[src/rtl/sdram_frame_writer_if.sv]
// Host write port between the frame writer (master) and the SDRAM controller (slave).
interface sdram_frame_writer_if #(
  parameter int unsigned DATA_WIDTH  = 16,
  parameter int unsigned HADDR_WIDTH = 23
);
  logic                   host_wr;
  logic [HADDR_WIDTH-1:0] host_addr;
  logic [DATA_WIDTH-1:0]  host_data;
  logic                   host_op_begun;

  modport master (
    output host_wr,
    output host_addr,
    output host_data,
    input  host_op_begun
  );

  modport slave (
    input  host_wr,
    input  host_addr,
    input  host_data,
    output host_op_begun
  );
endinterface

[src/rtl/sdram_frame_writer.sv]
// Captures one frame of a non-stallable pixel stream into an elastic FIFO and drains it
// to the SDRAM controller host port as single-word writes at base + frame offset.
module sdram_frame_writer #(
  parameter int unsigned DATA_WIDTH  = 16,
  parameter int unsigned HADDR_WIDTH = 23,
  parameter int unsigned FIFO_DEPTH  = 16,
  parameter int unsigned FRAME_WORDS = 1228800
) (
  input  logic                         clk_i,
  input  logic                         rst_bi,
  input  logic                         start_i,
  input  logic                         abort_i,
  input  logic [HADDR_WIDTH-1:0]       base_addr_i,
  input  logic                         pix_valid_i,
  input  logic                         pix_sof_i,
  input  logic [DATA_WIDTH-1:0]        pix_data_i,
  sdram_frame_writer_if.master         host,
  output logic                         busy_o,
  output logic                         frame_done_o,
  output logic                         overflow_o,
  output logic [$clog2(FIFO_DEPTH):0]  fifo_level_o
);

  localparam int unsigned AW = $clog2(FIFO_DEPTH);
  localparam int unsigned LW = AW + 1;
  localparam int unsigned CW = HADDR_WIDTH + 1;
  localparam int unsigned EW = HADDR_WIDTH + DATA_WIDTH;
  localparam logic [CW-1:0] FRAME_CNT = CW'(FRAME_WORDS);
  localparam logic [LW-1:0] FULL_LVL  = LW'(FIFO_DEPTH);

  typedef enum logic [1:0] {
    ST_IDLE  = 2'd0,
    ST_ARMED = 2'd1,
    ST_WRITE = 2'd2
  } state_e;

  state_e                 state_q, state_d;
  logic [HADDR_WIDTH-1:0] base_q, base_d;
  logic [CW-1:0]          in_cnt_q, in_cnt_d;
  logic [CW-1:0]          out_cnt_q, out_cnt_d;
  logic [AW-1:0]          wr_ptr_q, wr_ptr_d;
  logic [AW-1:0]          rd_ptr_q, rd_ptr_d;
  logic [LW-1:0]          level_q, level_d;
  logic                   overflow_q, overflow_d;
  logic                   frame_done_q, frame_done_d;
  logic [EW-1:0]          mem_q [FIFO_DEPTH];

  logic                   push_req_s;
  logic                   push_ok_s;
  logic                   drop_s;
  logic                   pop_s;
  logic                   done_s;
  logic                   host_wr_s;
  logic [EW-1:0]          head_s;

  assign head_s    = mem_q[rd_ptr_q];
  assign host_wr_s = (state_q == ST_WRITE) && (level_q != '0);

  // Classify this cycle's pixel and host activity; abort suppresses all of it.
  always_comb begin
    push_req_s = 1'b0;
    if (state_q == ST_ARMED) begin
      push_req_s = pix_valid_i & pix_sof_i;
    end else if (state_q == ST_WRITE) begin
      push_req_s = pix_valid_i & ~pix_sof_i & (in_cnt_q < FRAME_CNT);
    end else begin
      push_req_s = 1'b0;
    end
    pop_s     = host_wr_s & host.host_op_begun & ~abort_i;
    // A full FIFO still accepts a push when the head leaves in the same cycle.
    push_ok_s = push_req_s & ~abort_i & ((level_q != FULL_LVL) | pop_s);
    drop_s    = push_req_s & ~abort_i & ~push_ok_s;
  end

  // Next-state and bookkeeping for the capture FSM and FIFO pointers.
  always_comb begin
    state_d      = state_q;
    base_d       = base_q;
    in_cnt_d     = in_cnt_q;
    out_cnt_d    = out_cnt_q;
    wr_ptr_d     = wr_ptr_q;
    rd_ptr_d     = rd_ptr_q;
    level_d      = level_q;
    overflow_d   = overflow_q;
    frame_done_d = 1'b0;
    done_s       = 1'b0;
    if (abort_i) begin
      state_d  = ST_IDLE;
      wr_ptr_d = '0;
      rd_ptr_d = '0;
      level_d  = '0;
    end else begin
      case (state_q)
        ST_IDLE: begin
          if (start_i) begin
            state_d    = ST_ARMED;
            base_d     = base_addr_i;
            overflow_d = 1'b0;
            in_cnt_d   = '0;
            out_cnt_d  = '0;
          end else begin
            state_d = ST_IDLE;
          end
        end
        ST_ARMED, ST_WRITE: begin
          if (push_req_s) begin
            in_cnt_d = in_cnt_q + CW'(1'b1);
          end else begin
            in_cnt_d = in_cnt_q;
          end
          wr_ptr_d   = wr_ptr_q + AW'(push_ok_s);
          rd_ptr_d   = rd_ptr_q + AW'(pop_s);
          level_d    = level_q + LW'(push_ok_s) - LW'(pop_s);
          // Drops count as retired so a lossy frame still terminates.
          out_cnt_d  = out_cnt_q + CW'(pop_s) + CW'(drop_s);
          overflow_d = overflow_q | drop_s;
          done_s     = (pop_s | drop_s) && (out_cnt_d == FRAME_CNT);
          if (done_s) begin
            state_d      = ST_IDLE;
            frame_done_d = 1'b1;
          end else if ((state_q == ST_ARMED) && push_req_s) begin
            state_d = ST_WRITE;
          end else begin
            state_d = state_q;
          end
        end
        default: begin
          state_d = ST_IDLE;
        end
      endcase
    end
  end

  // Control registers; everything clears on the asynchronous reset.
  always_ff @(posedge clk_i or negedge rst_bi) begin
    if (!rst_bi) begin
      state_q      <= ST_IDLE;
      base_q       <= '0;
      in_cnt_q     <= '0;
      out_cnt_q    <= '0;
      wr_ptr_q     <= '0;
      rd_ptr_q     <= '0;
      level_q      <= '0;
      overflow_q   <= 1'b0;
      frame_done_q <= 1'b0;
    end else begin
      state_q      <= state_d;
      base_q       <= base_d;
      in_cnt_q     <= in_cnt_d;
      out_cnt_q    <= out_cnt_d;
      wr_ptr_q     <= wr_ptr_d;
      rd_ptr_q     <= rd_ptr_d;
      level_q      <= level_d;
      overflow_q   <= overflow_d;
      frame_done_q <= frame_done_d;
    end
  end

  // FIFO storage; each entry carries its frame offset so drops leave address gaps.
  always_ff @(posedge clk_i) begin
    if (push_ok_s) begin
      mem_q[wr_ptr_q] <= {in_cnt_q[HADDR_WIDTH-1:0], pix_data_i};
    end
  end

  assign host.host_wr   = host_wr_s;
  assign host.host_addr = host_wr_s ? (base_q + head_s[EW-1:DATA_WIDTH]) : '0;
  assign host.host_data = host_wr_s ? head_s[DATA_WIDTH-1:0] : '0;

  assign busy_o       = (state_q != ST_IDLE);
  assign frame_done_o = frame_done_q;
  assign overflow_o   = overflow_q;
  assign fifo_level_o = level_q;

endmodule

[src/flat_wrapper.sv]
// flat-port wrapper written by rule: the top's interface ports become plain ports
module sdram_frame_writer_flat 
#(
  parameter int unsigned DATA_WIDTH  = 16,
  parameter int unsigned HADDR_WIDTH = 23,
  parameter int unsigned FIFO_DEPTH  = 16,
  parameter int unsigned FRAME_WORDS = 1228800
)
  (clk_i, rst_bi, start_i, abort_i, base_addr_i, pix_valid_i, pix_sof_i, pix_data_i, busy_o, frame_done_o, overflow_o, fifo_level_o, host_host_wr, host_host_addr, host_host_data, host_host_op_begun);
  sdram_frame_writer_if #(.DATA_WIDTH(DATA_WIDTH), .HADDR_WIDTH(HADDR_WIDTH)) host_i ();
  input  logic clk_i;
  input  logic rst_bi;
  input  logic start_i;
  input  logic abort_i;
  input  logic [HADDR_WIDTH-1:0] base_addr_i;
  input  logic pix_valid_i;
  input  logic pix_sof_i;
  input  logic [DATA_WIDTH-1:0] pix_data_i;
  output logic busy_o;
  output logic frame_done_o;
  output logic overflow_o;
  output logic [$clog2(FIFO_DEPTH):0] fifo_level_o;
  output wire logic [$bits(host_i.host_wr)-1:0] host_host_wr;
  output wire logic [$bits(host_i.host_addr)-1:0] host_host_addr;
  output wire logic [$bits(host_i.host_data)-1:0] host_host_data;
  input wire logic [$bits(host_i.host_op_begun)-1:0] host_host_op_begun;
  assign host_host_wr = host_i.host_wr;
  assign host_host_addr = host_i.host_addr;
  assign host_host_data = host_i.host_data;
  assign host_i.host_op_begun = host_host_op_begun;
  sdram_frame_writer #(.DATA_WIDTH(DATA_WIDTH), .HADDR_WIDTH(HADDR_WIDTH), .FIFO_DEPTH(FIFO_DEPTH), .FRAME_WORDS(FRAME_WORDS)) u_core (.clk_i(clk_i), .rst_bi(rst_bi), .start_i(start_i), .abort_i(abort_i), .base_addr_i(base_addr_i), .pix_valid_i(pix_valid_i), .pix_sof_i(pix_sof_i), .pix_data_i(pix_data_i), .host(host_i), .busy_o(busy_o), .frame_done_o(frame_done_o), .overflow_o(overflow_o), .fifo_level_o(fifo_level_o));
endmodule
[config.mk]
export PLATFORM = sky130hd
export DESIGN_NAME = sdram_frame_writer_flat
export DESIGN_NICKNAME = d
export VERILOG_FILES = /design/src/rtl/sdram_frame_writer_if.sv /design/src/rtl/sdram_frame_writer.sv /design/src/flat_wrapper.sv
export SDC_FILE = /design/constraint.sdc
export NUM_CORES = 1
export LEC_CHECK = 0
export BUFFER_PORTS_ARGS = -buffer_cell sky130_fd_sc_hd__buf_4
export CORE_UTILIZATION = 45
export CTS_BUF_LIST = sky130_fd_sc_hd__clkbuf_8 sky130_fd_sc_hd__clkbuf_16
export DETAILED_ROUTE_END_ITERATION = 16
export GPL_TIMING_DRIVEN = 0
export PLACE_DENSITY_LB_ADDON = 0.08
export SYNTH_ARGS = -nofsm -noshare
export SYNTH_HDL_FRONTEND = slang
export SYNTH_SLANG_ARGS = --single-unit
[constraint.sdc]
create_clock -name clk_i -period 6.2 [get_ports clk_i]
set_input_delay 0.31 -clock clk_i [delete_from_list [all_inputs] [get_ports clk_i]]
set_output_delay 0.31 -clock clk_i [all_outputs]
set_load 0.02 [all_outputs]
=== Word level (Yosys, flattened, before mapping) ===
Memory sizes are Yosys's and may differ from the RTL's.
Index checks and enable logic that the tools add are counted.

* Bits in registers: 88
* Bits in writable memories: 624
* Input bits: 46
* Output and inout bits: 48
* Logic and storage cells: 78
* Memories kept: 1

* Add/subtract/negate cells: 8
* Order comparisons: 1
* Equality and inequality tests: 7
* Multiplexer cells: 26
* Bitwise logic cells: 14
* Reductions and logical operators: 12

{| class="wikitable"
|+ Memories
! name !! words !! width !! rd ports !! clocked after Yosys merged registers in !! wr ports !! RTL line !! RTL
|-
| u_core.mem_q || 16 || 39 || 1 || 0 || 1 || sdram_frame_writer.sv:46 || <nowiki>logic [EW-1:0] mem_q [FIFO_DEPTH];</nowiki>
|}

{| class="wikitable"
|+ Operator list
! operator !! count
|-
| 24-bit one-hot mux with 2 select lines || 2
|-
| 24-bit by 1-bit adder with 24-bit output || 2
|-
| 24-bit 2-to-1 mux || 2
|-
| 24-bit by 1-bit adder with 24-bit output, second input constant || 1
|-
| 24-bit by 21-bit equality test with 1-bit output, second input constant || 1
|-
| 24-bit by 21-bit less-than comparator with 1-bit output, second input constant || 1
|-
| 23-bit adder || 1
|-
| 23-bit 2-to-1 mux || 1
|-
| 16-bit 2-to-1 mux || 1
|-
| 4-bit 2-to-1 mux || 4
|-
| 5-bit 2-to-1 mux || 2
|-
| 1-bit 2-to-1 mux || 9
|-
| 4-bit by 1-bit adder with 4-bit output || 2
|-
| 1-bit bitwise AND || 8
|-
| 2-bit 2-to-1 mux || 3
|-
| 3-bit AND reduction || 2
|-
| 2-bit nonzero test || 3
|-
| 5-bit by 1-bit adder with 5-bit output || 1
|-
| 5-bit != test, second input constant || 1
|-
| 5-bit nonzero test || 1
|-
| 5-bit by 1-bit subtractor with 5-bit output || 1
|-
| 4-bit by 2-bit != test with 1-bit output, second input constant || 1
|-
| 2-bit one-hot mux with 2 select lines || 1
|-
| 4-bit AND reduction || 1
|-
| 10 further kinds || 16
|}

=== Depth between registers and ports, before layout ===
* Depth in word-level cells: 15
* Gate-level depth with buffers: 20
* Gate-level depth less buffers: 18

=== Worst setup path before layout ===
Ideal clock, no wire load.

* Path kind: reg2reg
* Start point: reg u_core.state_q[1]
* End point: mem u_core.mem_q[0][0] (netlist bit), enable pin
* Arrival: 4.960 ns
* Data required time: 5.716 ns
* Setup slack: 0.756 ns
* Cell stages (with the launch flop): 10
* Path buffers: 0
* Period minus slack after synthesis: 5.444 ns
* Path through: dfrtp_1 > inv_1 > ha_1 > or4b_4 > nor4b_4 > o21ai_2 > a21oi_1 > and2b_1 > or3b_1 > nor3_1

* Cells in the longest elaborated chain, start to end: 8

{| class="wikitable"
|+ RTL lines
! element !! RTL line !! RTL
|-
| start: declaration || sdram_frame_writer.sv:37 || <nowiki>state_e state_q, state_d;</nowiki>
|-
| start signal: assignment || sdram_frame_writer.sv:147 || <nowiki>state_q <= state_d;</nowiki>
|-
| 2-bit equality test || sdram_frame_writer.sv:57, sdram_frame_writer.sv:64 ||
|-
| 1-bit logical AND || sdram_frame_writer.sv:57 || <nowiki>assign host_wr_s = (state_q == ST_WRITE) && (level_q != '0);</nowiki>
|-
| 1-bit bitwise AND (2 in a row) || sdram_frame_writer.sv:69 || <nowiki>pop_s = host_wr_s & host.host_op_begun & ~abort_i;</nowiki>
|-
| 1-bit bitwise OR || sdram_frame_writer.sv:71 || <nowiki>push_ok_s = push_req_s & ~abort_i & ((level_q != FULL_LVL) | pop_s);</nowiki>
|-
| 1-bit bitwise AND * || sdram_frame_writer.sv:71 ||
|-
| 1-bit 2-to-1 mux * || sdram_frame_writer.sv:161 || <nowiki>if (push_ok_s) begin</nowiki>
|-
| 1-bit 2-to-1 mux (implied by the code) * || sdram_frame_writer.sv:162 || <nowiki>mem_q[wr_ptr_q] <= {in_cnt_q[HADDR_WIDTH-1:0], pix_data_i};</nowiki>
|-
| end: declaration || sdram_frame_writer.sv:46 ||
|}

Every way passes the cells marked *; elsewhere a longest branch is shown, timed or not.

=== Final worst setup path ===
* Start point: reg u_core.rd_ptr_q[0]
* End point: out host_host_addr[20]

* Cells in the longest elaborated chain, start to end: 3

{| class="wikitable"
|+ RTL lines
! element !! RTL line !! RTL
|-
| start: declaration || sdram_frame_writer.sv:42 || <nowiki>logic [AW-1:0] rd_ptr_q, rd_ptr_d;</nowiki>
|-
| start signal: assignment || sdram_frame_writer.sv:152 || <nowiki>rd_ptr_q <= rd_ptr_d;</nowiki>
|-
| memory read 16 x 39 bit || - ||
|-
| 23-bit adder || sdram_frame_writer.sv:167 || <nowiki>assign host.host_addr = host_wr_s ? (base_q + head_s[EW-1:DATA_WIDTH]) : '0;</nowiki>
|-
| 23-bit 2-to-1 mux || sdram_frame_writer.sv:167 ||
|-
| end: declaration || flat_wrapper.sv:24 || <nowiki>output wire logic [$bits(host_i.host_addr)-1:0] host_host_addr;</nowiki>
|}

Every way passes these cells.

==> metrics.txt <==
status finished, final reports clean; routed len/inst 25.69 µm; total wire length 76570 µm; share of layout cells above drive strength 1 20.98%; Post-Syn Instances 1807; leading cell types in the layout, fill and taps excluded edfxtp_1 (624), nand2_1 (177), mux4_2 (126); vias in the first global route 17140; Leakage Power 0.01251 µW; Int Pwr 7874 µW; Vert. Die Dim 259.7 µm; reg2reg start u_core.fifo_level_o[2]$_DFFE_PN0P_; die area 67470 µm²; Ant. Diodes 0; core region area 65750 µm²; switching share of power 21.08%; HP Class input port to flop; IO Count 94; worst path arrival time 5510 ps; Avg Cell Area, Syn 16.54 µm²; H-Tree Depth 3; sequential fraction of the synthesis area 70.05%; Synth Area in Adders 1.791%; Post-CTS Setup Bufs 0; DR vias 17160; worst vdd ir 224.1 µV; # DRC 0; initial DRC count 1513; Initial Utilization 45.47%; Synth Flop Type edfxtp_1; Port Buf Inserts 93; chip width 259.7 µm; Post-Synth Simple-Gate Area 6.697%; Slew Limit Fails 0; final hold slack 55.16 ps; critical path launch point type flop; reg2reg setup slack 580 ps; fmax 171.9 MHz; clk slew on worst S/H paths 60 ps; WHS Path Cells 3; Via density 5.760; Crit. End Element output pin; CP max FO 19; worst path required time 5890 ps; Mapped Nets 1894; hold path startpoint abort_i; row count 94; Yosys reg bits 712; Clock Tree Buf Depth 3; Logic pwr share 4.8%; commonest non-fill, non-tap cell in the layout edfxtp_1; Slew Limit Headroom 13.55%; PwrDens 282.1 nW/µm²; post-synthesis mux area share 13.16%; main combinational cell family by area after synthesis multiplexers; first-pass GRT wire length 113100 µm; Clk Latency, worst-skew pair 610 ps; EDFF count, synth 624; Root Driver clkbuf_16; Filler Cell Count 5285; CTS Buf Count 75; net load switching power 2103 µW; Hold EP u_core.fifo_level_o[4]$_DFFE_PN0P_; worst slew pin tran 1288 ps; post-synthesis compound-gate area fraction 5.336%; fin util 53.79%; RSZ-0062 raised after global routing no; final hold viol count 0; largest net degree at the start of global routing 89; period utilisation layout 93.81%; post-layout min period 5816 ps; # nets final 2148; xor and xnor area share after synthesis 1.465%; Layout Area Growth over Synthesis 18.30%; GRT overflow 0; Routed Antenna Nets 0; Maximum Capacitance Violations 0; cell area after synthesis 29890 µm²; initial antenna violation count 1; reg2reg end u_core.state_q[0]$_DFFE_PN0P_; clk sink count 712; R2R depth 16; Global Route Usage Sum 23.20%; Worst Setup SP u_core.rd_ptr_q[0]$_DFFE_PN0P_; CTS tree yes; post-synth cell types 73; Setup CP Type flop to output pin; Yosys Warn Count 0; drt first pass iters 5; sequential power share 52.6%; Clock power frac 42.6%; Final Wtd Congestion 0.8219; FFs w/ async S/R, synth 12.36%; Post-DP HPWL 51520 µm; Worst Skew 19.58 ps; Final setup violation count 0
-- flip-flops by register name, summed over array words and instances, names as in the netlist --
register / count
u_core.state_q: 2
u_core.fifo_level_o: 5
u_core.in_cnt_q: 24
u_core.overflow_o: 1
u_core.base_q: 23
u_core.wr_ptr_q: 4
u_core.rd_ptr_q: 4
u_core.mem_q: 624
u_core.out_cnt_q: 24
u_core.frame_done_o: 1
-- power by group through the flow --
stage	registers (µW)	logic (µW)	clock network (µW)
after detailed placement	5350	448	0
final	5250	477	4250
after global routing	5250	530	4520
after floorplan	5340	294	0
after CTS	5250	471	4340
after global placement	5350	434	0
-- cell families after synthesis --
logic type / count (synthesis)
adder cells (fa/ha/maj): 41
flip-flops: 712
AO/OA/AOI/OAI: 244
AND/OR/NAND/NOR: 418
multiplexers: 233
buffers and inverters: 109
XOR/XNOR: 50
-- stage by stage --
stage,worst slack [ps],instances,TNS [ps],total power (µW),instance area (µm²)
finish,383.6,2980,0,9977,35370
detailed placement,-356.2,2809,-1229,5795,32550
floorplan,756.4,1807,0,5636,29890
global route,40.01,2980,0,10300,35370
CTS,8.551,2978,0,10060,35280
global placement,-4147,2764,-1100990,5781,31670
-- area by class of cell --
class | count | area, µm² | share of cell area (%)
Clock inverter | 50 | 309.0 | 0.8738
Multi-Input combinational cell | 986 | 8625 | 24.39
Inverter | 24 | 90.09 | 0.2547
Sequential cell | 712 | 20940 | 59.22
Timing Repair Buffer | 179 | 1899 | 5.370
Buffer | 83 | 424.2 | 1.199
Tap cell | 864 | 1081 | 3.057
Clock buffer | 82 | 1996 | 5.643
-- worst max-delay path by stage --
stage	to	slack, ps	depth (start not counted)
4_1_cts	host_host_addr[20]	9	19
3_3_place_gp	u_core.mem_q[0][24]$_DFFE_PP_	-4150	9
3_5_place_dp	host_host_addr[20]	-360	17
2_1_floorplan	u_core.mem_q[0][0]$_DFFE_PP_	760	9
6_report	host_host_addr[20]	380	19
5_1_grt	host_host_addr[20]	40	19
-- what timing repair did --
item	in CTS	in global routing
hold buffers	39	1
endpoints found under the setup margin	14	9
resized for setup	25	19
pin swaps	0	0
endpoints found under the hold margin	279	88
-- cells in the mapped netlist, types with 5 or more instances --
library cell	number	share of area (%)
a211oi_1	10	0.25
a21o_1	8	0.20
a21oi_1	50	0.84
a221oi_1	24	0.70
a22oi_1	23	0.58
and2_1	26	0.54
and3_1	13	0.27
and4_1	10	0.29
buf_1	7	0.088
buf_2	17	0.28
clkbuf_1	58	0.73
dfrtp_1	88	7.4
edfxtp_1	624	63
ha_1	38	1.6
inv_1	24	0.30
mux2_2	20	0.75
mux2i_1	87	2.9
mux4_2	126	9.5
nand2_1	177	2.2
nand2b_1	7	0.15
nand3_1	26	0.44
nand4_1	18	0.38
nor2_1	90	1.1
nor2b_1	6	0.13
nor3_1	11	0.18
nor3b_1	5	0.13
nor4_1	5	0.10
o21ai_0	75	1.3
o31ai_1	18	0.45
xnor2_1	23	0.67
xor2_1	27	0.79
-- worst max-delay path, cell delays in order (launching register included) --
cell	delay (ps)
dfrtp_1	390
buf_2	190
buf_8	240
buf_6	230
buf_6	240
mux2i_1	260
a221oi_1	130
a22oi_1	180
nand2_1	180
ha_1	290
fa_1	430
a21oi_1	230
o2111ai_1	260
a2111o_1	520
a21oi_2	240
o21ai_0	210
a21oi_1	240
xor2_1	180
nor2_1	60
buf_4	170
-- per-layer routing --
metal | GRT usage (%) | vias up | part of all wire [%]
li1 | - | 7630 | -
met4 | 6.438 | 0 | 1.9
met5 | 0 | - | 0
met2 | 36.01 | 492 | 47
met1 | 34.46 | 8958 | 45
met3 | 3.080 | 84 | 5.5
Note: power is estimated with default switching activity, not from simulation.
